===== config.mk =====
export PLATFORM = sky130hd
export DESIGN_NAME = pe_mac_accumulator_flat
export DESIGN_NICKNAME = d
export VERILOG_FILES = /design/src/rtl/pe_pkg.sv /design/src/rtl/pe_mac_accumulator_if.sv /design/src/rtl/pe_acc_adder.sv /design/src/rtl/pe_mac_accumulator.sv /design/src/flat_wrapper.sv
export SDC_FILE = /design/constraint.sdc
export NUM_CORES = 1
export LEC_CHECK = 0
export ABC_AREA = 1
export CORE_MARGIN = 2
export CORE_UTILIZATION = 25
export DETAILED_ROUTE_END_ITERATION = 8
export PLACE_DENSITY = 0.44
export SLEW_MARGIN = 40
export SYNTH_ARGS = -nofsm -noshare
export SYNTH_HDL_FRONTEND = slang
export SYNTH_SLANG_ARGS = --single-unit

===== constraint.sdc =====
create_clock -name clk -period 3.1 [get_ports clk]
set_input_delay 0.93 -clock clk [delete_from_list [all_inputs] [get_ports clk]]
set_output_delay 0.93 -clock clk [all_outputs]
set_load 0.1 [all_outputs]

===== src/rtl/pe_pkg.sv =====
// Shared definitions for the processing-element MAC datapath: operand/product widths,
// accumulator defaults and the accumulator control states.
package pe_pkg;

  localparam int PE_OPND_W    = 12;
  localparam int PE_PROD_W    = 2 * PE_OPND_W;
  localparam int PE_ACC_W     = 32;
  localparam int PE_MAX_TERMS = 16;

  typedef enum logic {
    ACC,
    HOLD
  } pe_state_e;

endpackage


===== src/rtl/pe_mac_accumulator_if.sv =====
// Product-in / result-out handshake bundle between the Booth multiplier, the MAC
// accumulator stage and the result consumer.
interface pe_mac_accumulator_if
  import pe_pkg::*;
#(
  parameter int PROD_W = PE_PROD_W,
  parameter int ACC_W  = PE_ACC_W,
  parameter int CNT_W  = $clog2(PE_MAX_TERMS) + 1
);

  logic              in_valid;
  logic              in_ready;
  logic [PROD_W-1:0] in_product;
  logic              in_last;
  logic              out_valid;
  logic              out_ready;
  logic [ACC_W-1:0]  out_sum;
  logic [CNT_W-1:0]  out_terms;
  logic              out_ovf;
  logic              out_forced;

  modport master (
    output in_valid, in_product, in_last, out_ready,
    input  in_ready, out_valid, out_sum, out_terms, out_ovf, out_forced
  );

  modport slave (
    input  in_valid, in_product, in_last, out_ready,
    output in_ready, out_valid, out_sum, out_terms, out_ovf, out_forced
  );

endinterface


===== src/rtl/pe_acc_adder.sv =====
// Combinational accumulate step: (clear ? 0 : acc) + zero-extended product with carry-out.
// Defining PE_ACC_SAT_EN clamps the result to all ones on overflow instead of wrapping.
module pe_acc_adder
  import pe_pkg::*;
#(
  parameter int PROD_W = PE_PROD_W,
  parameter int ACC_W  = PE_ACC_W
) (
  input  logic [ACC_W-1:0]  acc_i,
  input  logic              clear_i,
  input  logic [PROD_W-1:0] product_i,
  output logic [ACC_W-1:0]  sum_o,
  output logic              ovf_o
);

  logic [ACC_W-1:0] base;
  logic [ACC_W:0]   raw;

  assign base  = clear_i ? '0 : acc_i;
  assign raw   = {1'b0, base} + {{(ACC_W + 1 - PROD_W){1'b0}}, product_i};
  assign ovf_o = raw[ACC_W];

  // Once clamped, any further nonzero term overflows again, so the clamp holds for the run.
`ifdef PE_ACC_SAT_EN
  assign sum_o = raw[ACC_W] ? '1 : raw[ACC_W-1:0];
`else
  assign sum_o = raw[ACC_W-1:0];
`endif

endmodule


===== src/rtl/pe_mac_accumulator.sv =====
// Sequential MAC back end: accumulates runs of unsigned products and presents one
// registered dot-product result per run. Saturation is selected by PE_ACC_SAT_EN.
module pe_mac_accumulator
  import pe_pkg::*;
#(
  parameter int PROD_W    = PE_PROD_W,
  parameter int ACC_W     = PE_ACC_W,
  parameter int MAX_TERMS = PE_MAX_TERMS,
  parameter int CNT_W     = $clog2(MAX_TERMS) + 1
) (
  input logic                 clk,
  input logic                 rst_n,
  pe_mac_accumulator_if.slave bus
);

  pe_state_e        state_q;
  logic [ACC_W-1:0] acc_q;
  logic [ACC_W-1:0] acc_d;
  logic [ACC_W-1:0] out_sum_q;
  logic [CNT_W-1:0] cnt_q;
  logic [CNT_W-1:0] cnt_base;
  logic [CNT_W-1:0] cnt_d;
  logic [CNT_W-1:0] out_terms_q;
  logic             ovf_q;
  logic             ovf_d;
  logic             add_ovf;
  logic             first_q;
  logic             in_hold;
  logic             accept;
  logic             close;
  logic             out_valid_q;
  logic             out_ovf_q;
  logic             out_forced_q;

  // A beat taken while in HOLD starts a fresh run, so the old run's count/ovf are masked.
  assign in_hold      = (state_q == HOLD);
  assign bus.in_ready = !in_hold || bus.out_ready;
  assign accept       = bus.in_valid && bus.in_ready;
  assign cnt_base     = in_hold ? '0 : cnt_q;
  assign cnt_d        = cnt_base + CNT_W'(1);
  assign ovf_d        = (!in_hold && ovf_q) || add_ovf;
  assign close        = bus.in_last || (cnt_base == CNT_W'(MAX_TERMS - 1));

  pe_acc_adder #(
    .PROD_W (PROD_W),
    .ACC_W  (ACC_W)
  ) u_adder (
    .acc_i     (acc_q),
    .clear_i   (first_q || in_hold),
    .product_i (bus.in_product),
    .sum_o     (acc_d),
    .ovf_o     (add_ovf)
  );

  always_ff @(posedge clk or negedge rst_n) begin
    if (!rst_n) begin
      state_q      <= ACC;
      acc_q        <= '0;
      cnt_q        <= '0;
      ovf_q        <= 1'b0;
      first_q      <= 1'b1;
      out_valid_q  <= 1'b0;
      out_sum_q    <= '0;
      out_terms_q  <= '0;
      out_ovf_q    <= 1'b0;
      out_forced_q <= 1'b0;
    end else if (accept) begin
      acc_q   <= acc_d;
      cnt_q   <= cnt_d;
      ovf_q   <= ovf_d;
      first_q <= 1'b0;
      if (close) begin
        out_sum_q    <= acc_d;
        out_terms_q  <= cnt_d;
        out_ovf_q    <= ovf_d;
        out_forced_q <= !bus.in_last;
        out_valid_q  <= 1'b1;
        state_q      <= HOLD;
      end else begin
        out_valid_q <= 1'b0;
        state_q     <= ACC;
      end
    end else if (in_hold && bus.out_ready) begin
      out_valid_q <= 1'b0;
      state_q     <= ACC;
      first_q     <= 1'b1;
      cnt_q       <= '0;
      ovf_q       <= 1'b0;
    end
  end

  assign bus.out_valid  = out_valid_q;
  assign bus.out_sum    = out_sum_q;
  assign bus.out_terms  = out_terms_q;
  assign bus.out_ovf    = out_ovf_q;
  assign bus.out_forced = out_forced_q;

endmodule


===== src/flat_wrapper.sv =====
// flat-port wrapper written by rule: the top's interface ports become plain ports
module pe_mac_accumulator_flat import pe_pkg::*;
#(
  parameter int PROD_W    = PE_PROD_W,
  parameter int ACC_W     = PE_ACC_W,
  parameter int MAX_TERMS = PE_MAX_TERMS,
  parameter int CNT_W     = $clog2(MAX_TERMS) + 1
)
  (clk, rst_n, bus_in_valid, bus_in_product, bus_in_last, bus_out_ready, bus_in_ready, bus_out_valid, bus_out_sum, bus_out_terms, bus_out_ovf, bus_out_forced);
  pe_mac_accumulator_if #(.PROD_W(PROD_W), .ACC_W(ACC_W), .CNT_W(CNT_W)) bus_i ();
  input logic clk;
  input logic rst_n;
  input wire logic [$bits(bus_i.in_valid)-1:0] bus_in_valid;
  input wire logic [$bits(bus_i.in_product)-1:0] bus_in_product;
  input wire logic [$bits(bus_i.in_last)-1:0] bus_in_last;
  input wire logic [$bits(bus_i.out_ready)-1:0] bus_out_ready;
  output wire logic [$bits(bus_i.in_ready)-1:0] bus_in_ready;
  output wire logic [$bits(bus_i.out_valid)-1:0] bus_out_valid;
  output wire logic [$bits(bus_i.out_sum)-1:0] bus_out_sum;
  output wire logic [$bits(bus_i.out_terms)-1:0] bus_out_terms;
  output wire logic [$bits(bus_i.out_ovf)-1:0] bus_out_ovf;
  output wire logic [$bits(bus_i.out_forced)-1:0] bus_out_forced;
  assign bus_i.in_valid = bus_in_valid;
  assign bus_i.in_product = bus_in_product;
  assign bus_i.in_last = bus_in_last;
  assign bus_i.out_ready = bus_out_ready;
  assign bus_in_ready = bus_i.in_ready;
  assign bus_out_valid = bus_i.out_valid;
  assign bus_out_sum = bus_i.out_sum;
  assign bus_out_terms = bus_i.out_terms;
  assign bus_out_ovf = bus_i.out_ovf;
  assign bus_out_forced = bus_i.out_forced;
  pe_mac_accumulator #(.PROD_W(PROD_W), .ACC_W(ACC_W), .MAX_TERMS(MAX_TERMS), .CNT_W(CNT_W)) u_core (.clk(clk), .rst_n(rst_n), .bus(bus_i));
endmodule

Word-level counts from Yosys, hierarchy flattened
Index checks and enable logic that the tools add are counted.
{ "word_totals": {"reg_bits": 79, "output_inout_bits": 41} }
{ "classes": {"add_sub_neg": 2, "eq_ne": 1, "mux": 10, "reduce_logical": 11} }
{ "ops": {"columns": ["op", "count"], "rows": [
  ["32-bit by 24-bit adder with 33-bit output", 1],
  ["32-bit 2-to-1 mux", 1],
  ["5-bit 2-to-1 mux", 3],
  ["1-bit 2-to-1 mux", 6],
  ["5-bit by 1-bit adder with 5-bit output (second input constant)", 1],
  ["5-bit by 4-bit == test with 1-bit output (second input constant)", 1],
  ["1-bit logical OR", 4],
  ["1-bit logical AND", 3],
  ["1-bit logical NOT", 2],
  ["2-bit AND reduction", 1],
  ["2-bit nonzero test", 1]
]} }

Logic depth before layout (Yosys ltp)
{ "logic_depth": {"word_depth": 5, "depth_mapped": 18, "mapped_depth_nobuf": 17} }

Modules after synthesis
From an unflattened synthesis, not the netlist that was laid out.
{ "unflattened": {"hier_cells": 848, "hier_area_um2": 5604.1} }
{ "modules_own_cells": {"columns": ["mod", "instances", "cells_each", "area_per_inst_um2", "seq_area_each_um2"], "rows": [
  ["pe_mac_accumulator", 1, 321, 3146.8, 1978.1],
  ["pe_acc_adder", 1, 527, 2457.4, 0.0]
]} }

Least setup slack after synthesis
Ideal clock, no wire load.
{ "synth_timing": {"path_type": "reg-to-reg", "startpoint": "register, netlist name u_core.bus.out_valid", "endpoint": "register u_core.out_ovf_q, in the netlist u_core.bus.out_ovf", "setup_time_ns": 0.120, "t_arrival_ns": 3.034, "required_time_ns": 2.980, "setup_slack_ns": -0.054, "path_stages_with_launch": 17, "n_path_buf": 1, "synth_period_minus_slack_ns": 3.154, "path_cell_list": "dfrtp_1 > inv_2 > nand2_1 > clkbuf_1 > nor2_1 > ha_1 > fa_1 > nand3_1 > nand3_1 > nand2_1 > nand2_1 > nand2_1 > nand2_1 > nand2_1 > nand3_1 > nand2_1 > nand2_1"} }
{ "synth_rtl": {"columns": ["item", "line", "source"], "rows": [
  ["end signal, assigned", "pe_mac_accumulator.sv:75", "out_ovf_q <= ovf_d;"],
  ["end, declared", "pe_mac_accumulator.sv:32", "logic out_ovf_q;"]
]} }

Worst setup path after layout
{ "layout_timing": {"startpoint": "input port bus_out_ready", "endpoint": "output port bus_in_ready"} }
{ "layout_via": {"elab_chain_cells": 1} }
{ "layout_lines": {"columns": ["item", "line", "source"], "rows": [
  ["start, declared", "flat_wrapper.sv:16", "input wire logic [$bits(bus_i.out_ready)-1:0] bus_out_ready;"],
  ["1-bit logical OR", "pe_mac_accumulator.sv:37", "assign bus.in_ready = !in_hold || bus.out_ready;"],
  ["end, declared", "flat_wrapper.sv:17", "output wire logic [$bits(bus_i.in_ready)-1:0] bus_in_ready;"]
]} }
No other way between the ends.

==> flow_summary.ini <==
[run_status]
outcome = completed

[placed_design]
post-place-ws_ps = -32.3
dp.cells = 1180
dp_hpwl_mm = 12.8
placed_area_um2 = 6450
gp_congestion = 0.874
port_buffers = 69

[min_path]
min_path_type = flop to flop
min_from = u_core.bus.out_sum[12]
worstHoldPathCells = 2
min_to = u_core.bus.out_sum[12]

[power]
p_leak_nw = 3.82
p_clk_share_pct = 22.7
p_sw_share_pct = 49.2
vdd_drop_max_mv = 0.352
pwr-share-comb_pct = 49.2
seqPwrFrac_pct = 28.1
total_switching_power_mw = 2.51
powerDensity_nw_per_um2 = 752
intPower_mw = 2.58

[yosys]
synth_top_family_by_area = simple AND/OR/NAND/NOR gates
synthXorXnorAreaFrac_pct = 2.28
synthAdderAreaFrac_pct = 6.42
synth_mux_area_share_pct = 0
synthSimpleGateAreaFrac_pct = 36.1
ys.flop_type = dfrtp_1
async_reset_ff_share_pct = 100
avgSynthCellArea_um2 = 6.49
ys_warn_count = 0
synth_area_um2 = 5380
synth_nets = 884
synth_edf_count = 0
synthCells = 828
ys_types = 30
ys_ff_latch = 79
synth-compound-area-share_pct = 6.54
yosysSeqAreaShare_pct = 36.8

[clocking]
ctsHoldBuffers = 0
htreeDepth = 3
clk_latency_ps = 360
cts.path.max_buffers = 2
cts_tree = yes
cts_post_setup_buffers_inserted = 0
cts_made_buffers = 9
clk_pin_slew_ps = 60
clockRootBuffer = clkbuf_16
cts_resized = 0
cts_num_sinks = 79

[floorplan]
core_area_um2 = 21100
die_area_um2 = 22700
initial_core_util_pct = 25.5
num_rows = 53
boundaryPins = 70
fp.dieW_um = 151
die_h_um = 151

[route]
via_count = 5114
wl_per_cell_um = 13.9
vias_per_cell = 4.28
totalWireLength_mm = 16.6
drt-initial-drc-count = 231
drtAntennaViolNets = 0
drc = 0
dr.pass1.iters = 5

[timing]
max_freq_mhz = 360
drv_slew = 0
finalWorstSetupSlack_ps = 325
rsz0062_at_grt = false
maxSlewHeadroom_pct = 64.5
tns_ps = 0
period_needed_ps = 2780
setup_violations = 0
clock_skew_ps = 10.6
finalCritPeriodShare_pct = 89.5
tightestPinTransition_ps = 533
final_hold_viol_count = 0

[grt]
first_global_vias = 5244
grt_overflow = 0
antenna_found_initial = 0
grtUsageTotal_pct = 15.7
grt_pass1_wl_mm = 27.2
grt_max_degree = 49

[setup_path]
rrSetupSlack_ps = 390
cp.arrival_ps = 1850
end_kind = primary output
cp_top_family = buffers and inverters
worstRegToRegCells = 16
critPathBufInv = 2
max_stage_delay_ps = 390
cp_max_fo = 4
start_kind = input pin
path_cells = clkdlybuf4s50_1 -> or2_1 -> buf_12
reg2reg_to = u_core.bus.out_ovf
cp_slowest_cell = clkdlybuf4s50_1
required_ps = 2170
r2r_start = u_core.first_q
path_class = input pin to primary output

[layout]
layout_common_cells = nand2_1, inv_1, dfrtp_1, nor2_1, nand3_1
drive_above_1_share_pct = 9.99
fin_nets = 972
n_antenna_cell = 0
layout.cells.most_common = nand2_1
design_area_um2 = 6770
fin_util_pct = 32.1
area_growth_pct = 25.9
final_cells = 1196

[job]
max_cap_violations = 0
==> flip-flops by register name (all words and copies together), names as in the netlist <==
name,flops
u_core.acc_q,32
u_core.bus.out_sum,32
u_core.bus.out_terms,5
u_core.cnt_q,5
u_core.bus.out_forced,1
u_core.bus.out_ovf,1
u_core.bus.out_valid,1
u_core.first_q,1
u_core.ovf_q,1
==> stage by stage <==
step / hold slack [ps] / power, mW
floorplan: 449 / 3.27
global route: 501 / 5.44
detailed placement: 467 / 3.98
CTS: 484 / 5.17
finish: 479 / 5.09
global placement: 466 / 3.98
==> worst max path at each step <==
stage / from / end / depth (start not counted)
after global placement: bus_in_product[0] / u_core.bus.out_ovf / 13
after floorplan: u_core.bus.out_valid / u_core.bus.out_ovf / 16
after CTS: bus_out_ready / bus_in_ready / 3
after detailed placement: bus_in_product[0] / u_core.bus.out_ovf / 13
final: bus_out_ready / bus_in_ready / 3
after global routing: u_core.first_q / u_core.bus.out_ovf / 16
==> power by group through the flow <==
stage | clock, mW | combinational [mW] | sequential [mW]
3_3_place_gp | 0 | 2.52 | 1.45
3_5_place_dp | 0 | 2.52 | 1.45
5_1_grt | 1.24 | 2.73 | 1.47
6_report | 1.16 | 2.50 | 1.43
2_1_floorplan | 0 | 0.901 | 2.37
4_1_cts | 1.20 | 2.53 | 1.44
==> worst min-delay path: stages, from the launching register on <==
cell and delay, ps:
dfrtp_1 340, nand2_1 50, nand2_1 50
==> synth_stat cells (all sizes together), types with 2 or more instances <==
library cell  instances  share of area [%]
xnor2                11                1.8
nand3b                5               0.70
clkbuf                5               0.35
nor2                 74                5.2
o22ai                 3               0.35
a21oi                17                1.6
nand3                69                6.5
and2                  2               0.23
xor2                  3               0.49
nand2               317                 22
buf                  13                1.5
dfrtp                78                 36
ha                   26                6.1
o21ai                48                4.5
nand4                 5               0.58
inv                 143                 10
nor3                  4               0.37
==> per-layer routing <==
layer / track usage [%] / up-vias / share of wire (%)
met4: 4.11 / 0 / 1.4
met1: 20.5 / 2301 / 49
met2: 26.4 / 85 / 46
met5: 0 / - / 0
li1: - / 2715 / -
met3: 3.36 / 13 / 3.4
==> cell type report <==
cell class	count	area [µm²]
clock buffer	9	225
fill	2381	14300
multi-input combinational	588	2760
clock inverter	7	87.6
sequential	79	1980
timing repair buffer	95	831
tap	275	344
inverter	143	537
==> logic make-up (layout without fill, tap and decap cells) <==
kind of cell               after synthesis  count (layout)
buffers and inverters                  161             254
DFF                                     79              79
AOI/OAI and AO/OA                       69              69
and+or+nand+nor                        478             478
xor gates and xnor gates                14              14
adders and majority gates               27              27
No activity file was read; power rests on OpenSTA's default activity.
